`config.mk`:
```
export PLATFORM = sky130hd
export DESIGN_NAME = theta_slice_engine
export DESIGN_NICKNAME = d
export VERILOG_FILES = /design/src/rtl/theta_slice_engine.sv
export SDC_FILE = /design/constraint.sdc
export NUM_CORES = 1
export LEC_CHECK = 0
export CAP_MARGIN = 5
export CORE_MARGIN = 3
export CORE_UTILIZATION = 30
export CTS_CLUSTER_SIZE = 24
export DETAILED_ROUTE_END_ITERATION = 16
export GPL_TIMING_DRIVEN = 0
export HOLD_SLACK_MARGIN = 0.06
export PLACE_DENSITY = 0.6
export SYNTH_ARGS = -nofsm -noshare
export SYNTH_HDL_FRONTEND = slang
export SYNTH_SLANG_ARGS = --single-unit
```
`constraint.sdc`:
```
create_clock -name clk -period 1.96 [get_ports clk]
set_clock_uncertainty 0.05 [all_clocks]
set_input_delay 0.196 -clock clk [delete_from_list [all_inputs] [get_ports clk]]
set_output_delay 0.196 -clock clk [all_outputs]
set_load 0.05 [all_outputs]
```
`src/rtl/theta_slice_engine.sv`:
```
// Slice-serial theta mixing pass over a 64 x 25-bit slice memory (read-modify-write in place).
// Optional pass signature register and port enabled by defining THETA_SIG_EN.
module theta_slice_engine (
    input  logic        clk,
    input  logic        rst,
    input  logic        start,
    input  logic [24:0] mem_line,
    output logic [5:0]  mem_addr,
    output logic        wr_en,
    output logic [24:0] write_value,
    output logic        busy,
    output logic        done
`ifdef THETA_SIG_EN
    ,
    output logic [24:0] sig
`endif
);

    localparam logic [1:0] S_IDLE = 2'd0;
    localparam logic [1:0] S_PRE  = 2'd1;
    localparam logic [1:0] S_RUN  = 2'd2;
    localparam logic [1:0] S_DONE = 2'd3;

    logic [1:0]  state_q, state_d;
    logic [5:0]  z_q, z_d;
    logic [4:0]  prev_par_q, prev_par_d;
    logic [4:0]  col_par_s;
    logic [4:0]  mix_s;

    // Column parity: bit x is the XOR of the five row bits 5*y + x.
    function automatic logic [4:0] col_parity(input logic [24:0] slice);
        col_parity = slice[4:0] ^ slice[9:5] ^ slice[14:10] ^ slice[19:15] ^ slice[24:20];
    endfunction

    // Mix vector: d[x] = cur[(x+4)%5] ^ prev[(x+1)%5], done as two 5-bit rotations.
    function automatic logic [4:0] theta_mix(input logic [4:0] cur, input logic [4:0] prev);
        theta_mix = {cur[3:0], cur[4]} ^ {prev[0], prev[4:1]};
    endfunction

    assign col_par_s = col_parity(mem_line);
    assign mix_s     = theta_mix(col_par_s, prev_par_q);

    // Next-state, slice counter and carried parity.
    always_comb begin
        state_d    = state_q;
        z_d        = z_q;
        prev_par_d = prev_par_q;
        case (state_q)
            S_IDLE: begin
                if (start) begin
                    state_d = S_PRE;
                    z_d     = 6'd0;
                end else begin
                    state_d = S_IDLE;
                end
            end
            S_PRE: begin
                state_d    = S_RUN;
                prev_par_d = col_par_s;
            end
            S_RUN: begin
                prev_par_d = col_par_s;
                z_d        = z_q + 6'd1;
                if (z_q == 6'd63) begin
                    state_d = S_DONE;
                end else begin
                    state_d = S_RUN;
                end
            end
            S_DONE: begin
                state_d = S_IDLE;
            end
            default: begin
                state_d = S_IDLE;
            end
        endcase
    end

    // Control state registers.
    always_ff @(posedge clk or posedge rst) begin
        if (rst) begin
            state_q    <= S_IDLE;
            z_q        <= 6'd0;
            prev_par_q <= 5'd0;
        end else begin
            state_q    <= state_d;
            z_q        <= z_d;
            prev_par_q <= prev_par_d;
        end
    end

    // Outputs are pure decodes of state/z, except the mixed write data.
    always_comb begin
        mem_addr    = 6'd0;
        wr_en       = 1'b0;
        write_value = 25'd0;
        busy        = (state_q != S_IDLE);
        done        = (state_q == S_DONE);
        if (state_q == S_RUN) begin
            mem_addr    = z_q;
            wr_en       = 1'b1;
            write_value = mem_line ^ {5{mix_s}};
        end else if (state_q == S_PRE) begin
            mem_addr = 6'd63;
        end else begin
            mem_addr = 6'd0;
        end
    end

`ifdef THETA_SIG_EN
    logic [24:0] sig_q, sig_d;

    // Signature: cleared in PRE, accumulates every written slice.
    always_comb begin
        sig_d = sig_q;
        if (state_q == S_PRE) begin
            sig_d = 25'd0;
        end else if (state_q == S_RUN) begin
            sig_d = sig_q ^ write_value;
        end else begin
            sig_d = sig_q;
        end
    end

    // Signature register.
    always_ff @(posedge clk or posedge rst) begin
        if (rst) begin
            sig_q <= 25'd0;
        end else begin
            sig_q <= sig_d;
        end
    end

    assign sig = sig_q;
`endif

endmodule

```
Word level (Yosys, flattened, before mapping):

Cells that the tools add are included.

* register bits after elaboration: 13
* output and inout bits: 34
* word-level logic and storage cells: 29

* $add $sub $neg: 1
* equal/unequal tests: 5
* mux-type cells: 9
* bitwise logic cells: 6
* reductions and logical operators: 5

Operators by type and width (count)
* 25-bit two-way mux: 1
* 25-bit bitwise XOR: 1
* 5-bit bitwise XOR: 5
* 6-bit two-way mux: 3
* 6-bit one-hot mux with 2 select lines: 1
* 2-bit one-hot mux with 4 select lines: 1
* 6-bit by 1-bit adder with 6-bit output (second input constant): 1
* 6-bit == test (second input constant): 1
* 2-bit == test (second input constant): 2
* 2-bit nonzero test: 2
* 1-bit two-way mux: 3
* 2-bit by 1-bit == test with 1-bit output (second input constant): 1
* 2-bit zero test: 1
* 2-bit != test (second input constant): 1
* 2-bit AND reduction: 1
* 2-bit OR reduction: 1

Logic depth before layout (Yosys ltp):

* depth in word-level cells: 7
* gate-level depth with buffers: 6
* mapped depth without buffers: 6

Least setup slack after synthesis:

No wires, ideal clock.

* path type: flip-flop to output port
* from: register state_q[0]
* to: output port write_value[10]
* arrival: 1.950 ns
* required time: 1.714 ns
* setup slack: -0.236 ns
* stages on the path, launching flop included: 6
* path buffers: 2
* cells stage by stage: dfrtp_1 > inv_1 > ha_1 > clkbuf_1 > clkbuf_1 > and2_1

* word-level cells in the longest chain between the ends: 2

Ends and longest elaborated chain
* start: declaration: RTL line 24 `logic [1:0] state_q, state_d;`
* start signal: assignment: RTL line 86 `state_q <= state_d;`
* 2-bit == test: RTL line 99 `if (state_q == S_RUN) begin`
* 25-bit two-way mux: RTL line 99
* end: declaration: RTL line 10 `output logic [24:0] write_value,`

Every way passes these cells.

Worst setup path in the final report:

* from: register prev_par_q[3]
* to: output port write_value[17]

* word-level cells in the longest chain between the ends: 3

Ends and longest elaborated chain
* start: declaration: RTL line 26 `logic [4:0] prev_par_q, prev_par_d;`
* start signal: assignment: RTL line 88 `prev_par_q <= prev_par_d;`
* 5-bit bitwise XOR: RTL line 37 `theta_mix = {cur[3:0], cur[4]} ^ {prev[0], prev[4:1]};`
* 25-bit bitwise XOR: RTL line 102 `write_value = mem_line ^ {5{mix_s}};`
* 25-bit two-way mux: RTL line 99

Every way passes these cells.

==> run metrics <==
status=completed; die area=0.00567 mm²; Routed Antenna Nets=0; die width=75.3 µm; Worst Setup Start Kind=flip-flop; Worst Hold Class=input port to async pin; register area=325 µm²; Syn Nets=178; relative slew slack=65.1%; Post-Synthesis Cells=145; CP Data Required Time=1.71 ns; Clk pin slew, worst setup/hold paths=0.06 ns; CORE AREA=0.00450 mm²; Area contributors post-synth=dfrtp_1, xor2_1, xnor3_1; Clock Latency Late Sink=0.25 ns; Peak Freq=0.518 GHz; CP arrival=1.68 ns; initial core utilization=32.0%; Fillers=424; CTS hold repair buffers=0; fin. max-slew vios=0; critical path's largest stage delay=0.48 ns; #FFs+latches synth=13; syn avg cell area=9.93 µm²; critical path class=flip-flop to output pin; multi-input logic area=0.00113 mm²; via count=1259; Overflow after GRT=0; vias in the first global route=1326; GP Congestion=0.752; Ports=62; wire length per cell=13.7 µm; pin count of the biggest net entering global routing=14; Final Hold Violating Endpoints=0; top_reg_cell synth=dfrtp_1; share of Yosys cell area claimed by the top area cell type=22.6%; number of flops mapped to enable cells by yosys=0; 1st-iter DRT viols=48; Longest Clk Path Bufs=2; CP Capture Type=output pin; design area=0.00229 mm²; CTS tree=done; CTS sink cnt=13; post-place instance area=0.00213 mm²; fin crit period=1.93 ns; Die H=75.3 µm; WHS=0.226 ns; global-route wire length before repair=5810 µm; Final period util=98.4%; worst-path cell chain=inv_2 > xnor3_2 > xor2_1 > and2_4 > buf_8; initial antenna violation count=0; H-tree Lvls=1; Synth cell types=27; sequential share of the synthesized area=22.6%; DPL Wire Length=2760 µm; PortBufs=61; root buffer cell=clkbuf_8; Syn-to-layout area delta=59.3%; setup violators final=0; layout cells sized above 1=39.7%; # diodes=0; final wirelength=3720 µm; post-synthesis cell area=0.00144 mm²; Avg Vias per Cell=4.65; Slowest cell on crit path=xnor3_2; DR pass1 iterations=4; YS warnings=0; DRC=0; max-cap viol count=0; reg-to-reg slack, setup=0.17 ns; TritonCTS buffer count=3; Worst Tran Pin Value=0.523 ns; GR Util All Layers=13.2%; post-synth top area cell=dfrtp_1; asr flop ratio synth=100%; RSZ-0062 raised after global routing=yes; Crit Path Max Fanout=5; fin nets=253; Rows=24
## synthesized netlist by cell type (3+ instances only)
cell type,number
and2_1,25
clkbuf_1,4
xnor3_1,9
mux2i_1,4
inv_1,8
xor2_1,24
dfrtp_1,13
xnor2_1,7
ha_1,5
o21ai_0,3
nand2_1,17
nor2_1,3
nand2b_1,4
## timing repair
action | in CTS | in global routing
pin swaps | 23 | 17
resized for setup | 267 | 41
setup endpoints to repair | 33 | 30
buffers inserted | 7 | 2
hold endpoints to repair | 0 | 0
## cell type report
| class | instances | share of cell area (%) |
|---|---|---|
| repair buffers | 70 | 28.6 |
| flip-flops and latches | 13 | 14.2 |
| inverters | 8 | 1.31 |
| multi-input cells | 119 | 49.4 |
| clock buffers | 3 | 1.80 |
| plain buffers | 5 | 1.69 |
| clock inverters | 1 | 0.218 |
| well taps | 52 | 2.84 |
## worst max-delay path: cells and delay by family (launching register included)
| family | cells | cell delay, ns |
|---|---|---|
| xor gates and xnor gates | 2 | 0.69 |
| and+or+nand+nor | 1 | 0.17 |
| DFF | 1 | 0.37 |
| buffers and inverters | 2 | 0.20 |
## layout by cell type (no fill, tap or decap), drive strengths merged, types with 3 or more instances in the layout
master         synthesis  routed
xnor2                  7       7
clkbuf                 4       8
nor2                   3       3
xor3                   3       3
nand2b                 4       4
and2                  25      25
mux2i                  4       4
nand2                 17      17
xor2                  24      24
o21ai                  3       3
dlygate4sd2            0      12
clkdlybuf4s50          0       3
ha                     5       5
dfrtp                 13      13
buf                    1      49
inv                    8       8
xnor3                 11      11
clkdlybuf4s15          0       6
## state kept, by name (all words and copies together), names as in the netlist
signal and flops:
prev_par_q 5, state_q 2, z_q 6
## through the flow
step	utilization, %	setup slack (ns)	instances	TNS (ns)
final	50.9	0.0304	271	0
after floorplan	-	0.0491	145	0
after global routing	50.9	-0.0617	271	-0.140
after CTS	49.2	-0.0296	269	-0.0296
after detailed placement	47.3	-1.09	258	-24.90
after global placement	47.3	-1.07	258	-24.64
## final timing paths
| path | start | end | cells after the start |
|---|---|---|---|
| setup reg to reg | state_q[0] | z_q[5] | 6 |
| max in group asynchronous | rst | prev_par_q[3] | 2 |
| min in group clk | prev_par_q[4] | prev_par_q[4] | 2 |
| setup / recovery | prev_par_q[3] | write_value[17] | 5 |
| hold reg to reg | prev_par_q[4] | prev_par_q[4] | 2 |
| hold / removal | rst | z_q[3] | 2 |
## routing by layer
| metal | track usage (%) | up-vias | wire [µm] |
|---|---|---|---|
| met5 | 0 | - | 0 |
| met4 | 4.47 | 0 | 99 |
| met3 | 4.81 | 9 | 378 |
| met2 | 21.7 | 64 | 1740 |
| met1 | 16.0 | 560 | 1500 |
| li1 | - | 626 | - |
## logic make-up after synthesis
kind of cell	count (synthesis)	share of synthesized area (%)
buffers and inverters	13	3.39
flip-flops	13	22.6
AO/OA/AOI/OAI	9	4.26
XOR/XNOR	45	41.4
adder cells (fa/ha/maj)	5	4.34
multiplexers	6	4.34
AND/OR/NAND/NOR	54	19.7
Power is not shown: default switching activity piles up to over one toggle a cycle in this logic, so the estimate is an artifact.
